[src/rtl/mem_port_arbiter.sv]
// Arbitrates one fixed-latency single-port memory between instruction fetch and the data path.
// Optional grant counters are built when ARB_PERF_CNT_EN is defined.
module mem_port_arbiter #(
   parameter int unsigned WAIT_CYCLES  = 1,
   parameter int unsigned STARVE_LIMIT = 4
) (
   input  logic        clk,
   input  logic        reset,
   input  logic        if_req,
   input  logic [31:0] if_addr,
   output logic        if_gnt,
   output logic        if_rvalid,
   output logic [31:0] if_rdata,
   input  logic        d_req,
   input  logic        d_we,
   input  logic [31:0] d_addr,
   input  logic [31:0] d_wdata,
   output logic        d_gnt,
   output logic        d_done,
   output logic [31:0] d_rdata,
   output logic        stall_if,
   output logic        stall_mem,
   output logic        mem_en,
   output logic        mem_we,
   output logic [31:0] mem_addr,
   output logic [31:0] mem_wdata,
   input  logic [31:0] mem_rdata,
   output logic [31:0] perf_if_cnt,
   output logic [31:0] perf_d_cnt
);

   localparam logic [3:0] WAIT_INIT  = 4'(WAIT_CYCLES);
   localparam logic [3:0] STARVE_MAX = 4'(STARVE_LIMIT);

   typedef enum logic [1:0] {
      IDLE = 2'd0,
      BUSY = 2'd1,
      DONE = 2'd2
   } state_t;

   state_t     state;
   logic       owner_d;
   logic       lat_we;
   logic [3:0] wait_cnt;
   logic [3:0] starve_cnt;
   logic       grant_d;
   logic       grant_if;

   // Data wins contention unless fetch has been passed over STARVE_LIMIT times in a row.
   always_comb begin
      grant_d  = 1'b0;
      grant_if = 1'b0;
      if (d_req && (!if_req || (starve_cnt != STARVE_MAX)))
         grant_d = 1'b1;
      else if (if_req)
         grant_if = 1'b1;
   end

   assign stall_if  = if_req & ~if_rvalid;
   assign stall_mem = d_req & ~d_done;

   always_ff @(posedge clk or negedge reset) begin
      if (!reset) begin
         state      <= IDLE;
         owner_d    <= 1'b0;
         lat_we     <= 1'b0;
         wait_cnt   <= '0;
         starve_cnt <= '0;
         if_gnt     <= 1'b0;
         if_rvalid  <= 1'b0;
         if_rdata   <= '0;
         d_gnt      <= 1'b0;
         d_done     <= 1'b0;
         d_rdata    <= '0;
         mem_en     <= 1'b0;
         mem_we     <= 1'b0;
         mem_addr   <= '0;
         mem_wdata  <= '0;
      end else begin
         if_gnt    <= 1'b0;
         d_gnt     <= 1'b0;
         if_rvalid <= 1'b0;
         d_done    <= 1'b0;
         mem_en    <= 1'b0;
         mem_we    <= 1'b0;
         case (state)
            IDLE: begin
               if (grant_d) begin
                  owner_d   <= 1'b1;
                  lat_we    <= d_we;
                  mem_addr  <= d_addr;
                  mem_wdata <= d_wdata;
                  d_gnt     <= 1'b1;
                  mem_en    <= 1'b1;
                  mem_we    <= d_we;
                  wait_cnt  <= WAIT_INIT;
                  state     <= BUSY;
                  if (if_req) begin
                     if (starve_cnt != STARVE_MAX)
                        starve_cnt <= starve_cnt + 4'd1;
                  end else begin
                     starve_cnt <= '0;
                  end
               end else if (grant_if) begin
                  owner_d    <= 1'b0;
                  lat_we     <= 1'b0;
                  mem_addr   <= if_addr;
                  if_gnt     <= 1'b1;
                  mem_en     <= 1'b1;
                  wait_cnt   <= WAIT_INIT;
                  state      <= BUSY;
                  starve_cnt <= '0;
               end
            end
            BUSY: begin
               // Read data is taken at the end of the last latency cycle.
               if (wait_cnt == 4'd1) begin
                  wait_cnt <= '0;
                  state    <= DONE;
                  if (owner_d) begin
                     d_done <= 1'b1;
                     if (!lat_we)
                        d_rdata <= mem_rdata;
                  end else begin
                     if_rvalid <= 1'b1;
                     if_rdata  <= mem_rdata;
                  end
               end else begin
                  wait_cnt <= wait_cnt - 4'd1;
               end
            end
            DONE: begin
               state <= IDLE;
            end
            default: begin
               state <= IDLE;
            end
         endcase
      end
   end

`ifdef ARB_PERF_CNT_EN
   always_ff @(posedge clk or negedge reset) begin
      if (!reset) begin
         perf_if_cnt <= '0;
         perf_d_cnt  <= '0;
      end else begin
         if (if_gnt)
            perf_if_cnt <= perf_if_cnt + 32'd1;
         if (d_gnt)
            perf_d_cnt <= perf_d_cnt + 32'd1;
      end
   end
`else
   assign perf_if_cnt = '0;
   assign perf_d_cnt  = '0;
`endif

endmodule
[config.mk]
export PLATFORM = sky130hd
export DESIGN_NAME = mem_port_arbiter
export DESIGN_NICKNAME = d
export VERILOG_FILES = /design/src/rtl/mem_port_arbiter.sv
export SDC_FILE = /design/constraint.sdc
export NUM_CORES = 1
export LEC_CHECK = 0
export BUFFER_PORTS_ARGS = -buffer_cell sky130_fd_sc_hd__buf_2
export CAP_MARGIN = 25
export CORE_AREA = 2 2 130 132
export DETAILED_ROUTE_END_ITERATION = 10
export DIE_AREA = 0 0 132 134
export PLACE_DENSITY = 0.75
export RECOVER_POWER = 100
export SYNTH_ARGS = -nofsm -noshare
export SYNTH_HDL_FRONTEND = slang
export SYNTH_SLANG_ARGS = --single-unit
[constraint.sdc]
create_clock -name clk -period 2.3 [get_ports clk]
set_input_delay 0.23 -clock clk [delete_from_list [all_inputs] [get_ports clk]]
set_output_delay 0.23 -clock clk [all_outputs]
set_load 0.02 [all_outputs]
==> results.py, run 1 <==
metrics = {
    "pwr": {
        "p_comb_share_pct": 43.5,
        "swShare_pct": 41.4,
        "power.density_nw_per_um2": 1550,
        "p_int_mw": 7.53,
        "p_sw_mw": 5.32,
        "clockPowerShare_pct": 20.9,
        "ir_worst_vdd_mv": 0.682,
        "p_leak_nw": 3.80,
        "seq_power_share_pct": 35.6,
    },
    "cts": {
        "cts_tree": "yes",
        "cts_made_buffers": 17,
        "cts.sinks": 146,
        "root_buffer": "clkbuf_16",
        "clk_pin_slew_ns": 0.06,
        "cts_setup_buffers": 0,
        "clk_latency_ns": 0.43,
        "ctsLongestPathBuffers": 2,
        "postCtsHoldBufs": 1,
        "htreeDepth": 4,
        "cts-resized-gates": 0,
    },
    "sta": {
        "fin_crit_sh_pct": 88.0,
        "tightest_slew_ns": 0.940,
        "fin_hold_ws_ns": 0.0310,
        "skew_ns": 0.0227,
        "hold_viol": 0,
        "rsz0062_at_grt": "no",
        "setup_viol": 0,
        "min_period_ns": 2.02,
        "setup_tns_ns": 0,
        "relSlewSlack_pct": 37.3,
        "max_freq_mhz": 494,
        "slew_viol_final": 0,
    },
    "setup_path": {
        "critPathLaunchType": "flop",
        "r2r-end": "mem_addr[0]",
        "worstPathRequired_ns": 2.56,
        "reg2regPathDepth": 7,
        "crit_type": "reg2reg",
        "cpMaxStageDelayCell": "dfrtp_1",
        "crit_start": "starve_cnt[0]",
        "max_stage_delay_ns": 0.37,
        "r2r-start": "starve_cnt[0]",
        "end_kind": "flop",
        "worst-endpoint-arrival_ns": 2.29,
        "cp_max_fo": 34,
        "ff2ff_setup_slack_ns": 0.28,
        "crit_chain": "inv_1 -> ha_1 -> nand4b_1 -> buf_4 -> and2_0 -> clkbuf_2 -> o221ai_1",
    },
    "final_layout": {
        "syn2layout_area_growth_pct": 26.7,
        "diodes": 0,
        "drive_gt1_share_pct": 33.0,
        "nNetsFinal": 929,
        "fillers": 1535,
    },
    "routing": {
        "routed_wl_mm": 15.5,
        "drt_iter0_markers": 226,
        "drc": 0,
        "drtAntennaViolNets": 0,
        "vias": 4921,
        "firstDrtPassIters": 4,
        "wl_per_cell_um": 15.2,
        "vias_per_cell": 4.81,
    },
    "global_route": {
        "grtUsageTotal_pct": 17.8,
        "overflow": 0,
        "grt_max_degree": 67,
        "antenna_found_initial": 0,
        "grt_pass1_vias": 4980,
        "grt_pass1_wl_mm": 25.0,
    },
    "die": {
        "start_util_pct": 40.1,
        "rows": 47,
        "boundaryPins": 333,
        "dieWidth_um": 132,
        "fp.coreArea_sq_um": 16300,
        "fp.dieH_um": 134,
        "dieArea_sq_um": 17700,
    },
    "synthesis": {
        "ys_seq_area_share_pct": 55.9,
        "ys_ff_latch": 146,
        "netlist_top_cells_area": "dfrtp_1 (56%), mux2_2 (15%), buf_4 (7.4%), o221ai_1 (4.3%), nand4_1 (3.1%)",
        "synth_cell_types": 39,
        "synth_area_sq_um": 6530,
        "yosysWarnings": 0,
        "synthCells": 527,
        "yosysTopAreaCellShare_pct": 55.9,
        "yosys.area.top_type": "dfrtp_1",
        "synth.avg_cell_area_sq_um": 12.4,
    },
    "placed_design": {
        "port_buffers": 268,
        "post-dp-hpwl_mm": 11.1,
        "gp_congestion": 0.763,
    },
    "status": {
        "outcome": "finished, final reports clean",
    },
    "min_path": {
        "min-delay-start": "d_wdata[1]",
        "hold_path.class": "in2reg",
        "hold_end": "mem_wdata[1]",
        "hold_path_depth": 2,
    },
    "flow_run": {
        "cap_violations": 0,
    },
}
-- routing by layer --
| metal | track usage (%) | share of wire [%] |
|---|---|---|
| met3 | 5.10 | 7.5 |
| met2 | 30.5 | 52 |
| met5 | 0 | 0 |
| met4 | 7.31 | 1.7 |
| met1 | 21.2 | 39 |
-- layout make-up --
cell class              instances  area [sq um]  area share (%)
flip-flops and latches        146          3650            44.1
well taps                     220           275            3.32
clock inverters                11           131            1.59
multi-input cells             305          2320            28.0
repair buffers                282          1310            15.8
inverters                      40           150            1.81
clock buffers                  20           437            5.27
-- cells in the mapped netlist --
cell type    n
nand4b_1     2
nor3b_1      1
inv_1       38
nor3_1       1
conb_1       1
or2_1        1
a22o_1       3
a21oi_1      2
buf_6        3
nand4_1     32
and2_1       2
a21boi_0     1
ha_1         4
nand3_1     34
buf_1        1
nor2b_1      4
clkbuf_1    19
inv_2        2
nor3_4       1
o22ai_1      2
mux2_1      10
or3b_4       1
nand2_2      1
or4_1        1
a31oi_1      1
mux2_2      88
buf_2       12
or4b_2       1
o21ai_0      3
o221ai_1    32
a21o_1       1
nor2_1       4
nand2b_1     1
buf_4       64
dfrtp_1    146
and3_1       2
nand2_1      3
nor4_1       1
a32o_1       1
-- through the flow --
| stage | utilization, % | instances | area [sq um] | power, mW | worst slack (ns) |
|---|---|---|---|---|---|
| finish | 50.8 | 1024 | 8280 | 12.9 | 0.276 |
| global route | 50.8 | 1024 | 8280 | 13.7 | 0.110 |
| CTS | 52.1 | 1024 | 8490 | 13.4 | 0.319 |
| detailed placement | 48.6 | 992 | 7910 | 10.6 | 0.330 |
| global placement | 48.6 | 992 | 7910 | 10.4 | 0.389 |
| floorplan | - | 590 | 6770 | 8.64 | 0.407 |
-- worst max-delay path by stage --
stage | to | cells after the start | slack, ns
6_report | mem_addr[0] | 7 | 0.28
5_1_grt | starve_cnt[2] | 3 | 0.11
4_1_cts | if_rdata[31] | 6 | 0.32
3_5_place_dp | if_rdata[31] | 6 | 0.33
3_3_place_gp | if_rdata[15] | 6 | 0.39
2_1_floorplan | if_rdata[4] | 6 | 0.41
-- sequential cells by signal, indices dropped and copies added (netlist names), 2 cells and up --
name and flops:
mem_addr 32, if_rdata 32, state 2, mem_wdata 32, starve_cnt 4, d_rdata 32, wait_cnt 4
-- kinds of logic (layout without fill, tap and decap cells) --
kind of cell / after synthesis / count (layout) / share of synthesized area (%)
multiplexers: 98 / 98 / 16.9
flip-flops: 146 / 146 / 55.9
buffers and inverters: 139 / 353 / 12.2
adder cells (fa/ha/maj): 4 / 4 / 0.766
AO/OA/AOI/OAI: 46 / 46 / 5.75
AND/OR/NAND/NOR: 93 / 93 / 8.37
other: 1 / 64 / 0.0574
-- worst max-delay path, delay by kind of cell (launching register included) --
family | cells | cell delay [ns]
and+or+nand+nor | 2 | 0.32
DFF | 1 | 0.37
buffers and inverters | 3 | 0.79
AOI/OAI and AO/OA | 1 | 0.18
adders and majority gates | 1 | 0.21
-- cells in the final DEF (no fill, tap or decap), drive strengths merged, types with 3 or more instances in the layout --
master,count
clkbuf,162
a22o,3
conb,64
clkinv,3
clkinvlp,3
buf,139
mux2,98
nand3,34
nor2b,4
ha,4
nor2,4
inv,43
nand4,32
o21ai,3
dfrtp,146
nand2,4
o221ai,32
-- power groups by stage --
stage / registers [mW] / logic [mW] / clock network (mW)
after floorplan: 6.01 / 2.63 / 0
after global placement: 4.53 / 5.91 / 0
after detailed placement: 4.57 / 6.04 / 0
after CTS: 4.55 / 6.04 / 2.77
after global routing: 4.75 / 6.05 / 2.88
final: 4.57 / 5.59 / 2.69
(Power assumes the default switching activity.)
==> run 2: changes to the inputs <==
--- a/config.mk
+++ b/config.mk
@@ -7,10 +7,12 @@
 export LEC_CHECK = 0
 export BUFFER_PORTS_ARGS = -buffer_cell sky130_fd_sc_hd__buf_2
 export CAP_MARGIN = 25
-export CORE_AREA = 2 2 130 132
+export CELL_PAD_IN_SITES_DETAIL_PLACEMENT = 0
+export CELL_PAD_IN_SITES_GLOBAL_PLACEMENT = 1
+export CORE_UTILIZATION = 34
 export DETAILED_ROUTE_END_ITERATION = 10
-export DIE_AREA = 0 0 132 134
-export PLACE_DENSITY = 0.75
+export GPL_TIMING_DRIVEN = 0
+export PLACE_DENSITY = 0.83
 export RECOVER_POWER = 100
 export SYNTH_ARGS = -nofsm -noshare
 export SYNTH_HDL_FRONTEND = slang
==> results.py, run 2 (same netlist as run 1, synthesis figures left out) <==
metrics = {
    "status": {
        "outcome": "complete, but fails checks",
        "violations": "capacitance limit, slew limit",
    },
    "routing": {
        "firstDrtPassIters": 4,
        "drc": 0,
        "vias_per_cell": 4.58,
        "drtAntennaViolNets": 0,
        "drt_iter0_markers": 303,
        "routed_wl_mm": 16.8,
        "vias": 5156,
        "wl_per_cell_um": 14.9,
    },
    "cts": {
        "root_buffer": "clkbuf_16",
        "cts_setup_buffers": 0,
        "clk_pin_slew_ns": 0.07,
        "cts_made_buffers": 17,
        "ctsLongestPathBuffers": 2,
        "htreeDepth": 4,
        "cts.sinks": 146,
        "clk_latency_ns": 0.42,
        "cts_tree": "yes",
    },
    "die": {
        "dieWidth_um": 141,
        "dieArea_sq_um": 19800,
        "fp.coreArea_sq_um": 18800,
        "fp.dieH_um": 141,
        "start_util_pct": 34.8,
        "rows": 50,
        "boundaryPins": 333,
    },
    "sta": {
        "rsz0062_at_grt": "no",
        "relSlewSlack_pct": -2.12,
        "min_period_ns": 2.18,
        "hold_viol": 0,
        "tightest_slew_ns": 1.53,
        "max_freq_mhz": 459,
        "slew_viol_final": 57,
        "setup_viol": 0,
        "layout_setup_ws_ns": 0.121,
        "fin_crit_sh_pct": 94.8,
        "skew_ns": 0.0154,
    },
    "pwr": {
        "p_int_mw": 7.46,
        "swShare_pct": 42.8,
        "ir_worst_vdd_mv": 0.771,
        "seq_power_share_pct": 34.8,
        "power.density_nw_per_um2": 1480,
        "clockPowerShare_pct": 21.0,
        "p_leak_nw": 4.19,
        "p_sw_mw": 5.58,
        "p_comb_share_pct": 44.3,
    },
    "final_layout": {
        "diodes": 0,
        "nNetsFinal": 1015,
        "mostFrequentLayoutCell": "clkbuf_1",
        "syn2layout_area_growth_pct": 35.4,
        "finalInstanceArea_sq_um": 8840,
        "mostFrequentLayoutCells": "clkbuf_1 (155), dfrtp_1 (146), buf_2 (135), mux2_2 (88)",
        "fillers": 1805,
        "drive_gt1_share_pct": 37.5,
        "post-route-util_pct": 47.1,
    },
    "setup_path": {
        "crit_start": "wait_cnt[1]",
        "worstPathRequired_ns": 2.60,
        "reg2regPathDepth": 6,
        "end_kind": "flop",
        "worst-endpoint-arrival_ns": 2.48,
        "max_stage_delay_ns": 0.44,
        "r2r-end": "if_rdata[4]",
        "crit_type": "reg2reg",
        "r2r-start": "wait_cnt[1]",
        "ff2ff_setup_slack_ns": 0.12,
        "cpMaxStageDelayCell": "or3b_1",
        "cp_max_fo": 10,
        "critPathLaunchType": "flop",
        "crit_chain": "inv_1 -> ha_1 -> or3b_1 -> nor3_4 -> buf_6 -> mux2_2",
        "endpoint": "if_rdata[4]",
    },
    "min_path": {
        "hold_path.class": "in2reg",
        "hold_path_depth": 2,
    },
    "placed_design": {
        "post-dp-hpwl_mm": 12.4,
        "gp_congestion": 0.765,
        "port_buffers": 267,
        "post-place-ws_ns": 0.152,
        "place_area_sq_um": 8430,
    },
    "global_route": {
        "grt_pass1_vias": 5222,
        "overflow": 0,
        "antenna_found_initial": 1,
        "grtUsageTotal_pct": 17.3,
        "grt_max_degree": 91,
        "grt_pass1_wl_mm": 27.0,
    },
    "flow_run": {
        "cap_violations": 1,
    },
}
==> run 2: cell count changes in the layout (fill, tap and decap cells not counted), moves of 3 or more <==
cell | previous run | this run
clkbuf_4 | 3 | 0
clkbuf_2 | 3 | 8
buf_6 | 0 | 3
clkinv_8 | 0 | 3
clkbuf_1 | 139 | 155
buf_4 | 5 | 64
inv_8 | 0 | 5
buf_2 | 131 | 135
==> run 2: layer usage <==
metal / global-route usage, % / vias up / wire (um)
li1: - / 2453 / -
met1: 20.3 / 2458 / 6860
met2: 30.3 / 222 / 8460
met3: 5.06 / 21 / 1120
met4: 5.84 / 2 / 298
met5: 0 / - / 17
==> run 2: critical path, delay by kind of cell (launching register included) <==
kind	cells	cell delay, ns
and+or+nand+nor	2	0.83
muxes	1	0.34
adders and majority gates	1	0.19
DFF	1	0.39
buffers and inverters	2	0.31
==> run 2: worst min-delay path by stage <==
stage	startpoint	endpoint	slack [ns]
4_1_cts	mem_rdata[8]	if_rdata[8]	0.02
6_report	mem_rdata[8]	if_rdata[8]	0.03
2_1_floorplan	reset	d_done	-0.07
5_1_grt	mem_rdata[8]	if_rdata[8]	0.02
3_3_place_gp	d_wdata[11]	mem_wdata[11]	0.46
3_5_place_dp	reset	mem_addr[31]	0.25
==> run 2: repair_timing <==
action                                 4_1_cts  5_1_grt
endpoints found under the hold margin       56        0
hold buffers                                 1        0
resized for setup                            0        2
setup endpoints to repair                    0        1
==> run 2: layout make-up <==
cell class / instances / area (sq um) / share of cell area, %
Sequential cell: 146 / 3650 / 41.3
Multi-Input combinational cell: 305 / 2310 / 26.1
Timing Repair Buffer: 269 / 1200 / 13.5
Buffer: 99 / 649 / 7.34
Clock buffer: 17 / 425 / 4.81
Tap cell: 234 / 293 / 3.31
Clock inverter: 15 / 165 / 1.87
Inverter: 40 / 150 / 1.70
==> run 2: power by group through the flow <==
stage               Clock (mW)  Sequential (mW)  Combinational [mW]
detailed placement           0             4.53                6.21
global placement             0             4.48                6.13
global route              2.93             4.70                6.24
finish                    2.73             4.53                5.78
CTS                       2.81             4.50                6.21
floorplan                    0             6.01                2.63
==> run 2: per-stage QoR <==
stage                     std cells  total power, mW  hold WS, ns  TNS, ns
after global placement         1091             10.6        0.461  -175.90
after global routing           1125             13.9       0.0160        0
after detailed placement       1092             10.7        0.248        0
after floorplan                 590             8.64      -0.0656        0
after CTS                      1125             13.5       0.0164        0
final                          1125             13.0       0.0322        0
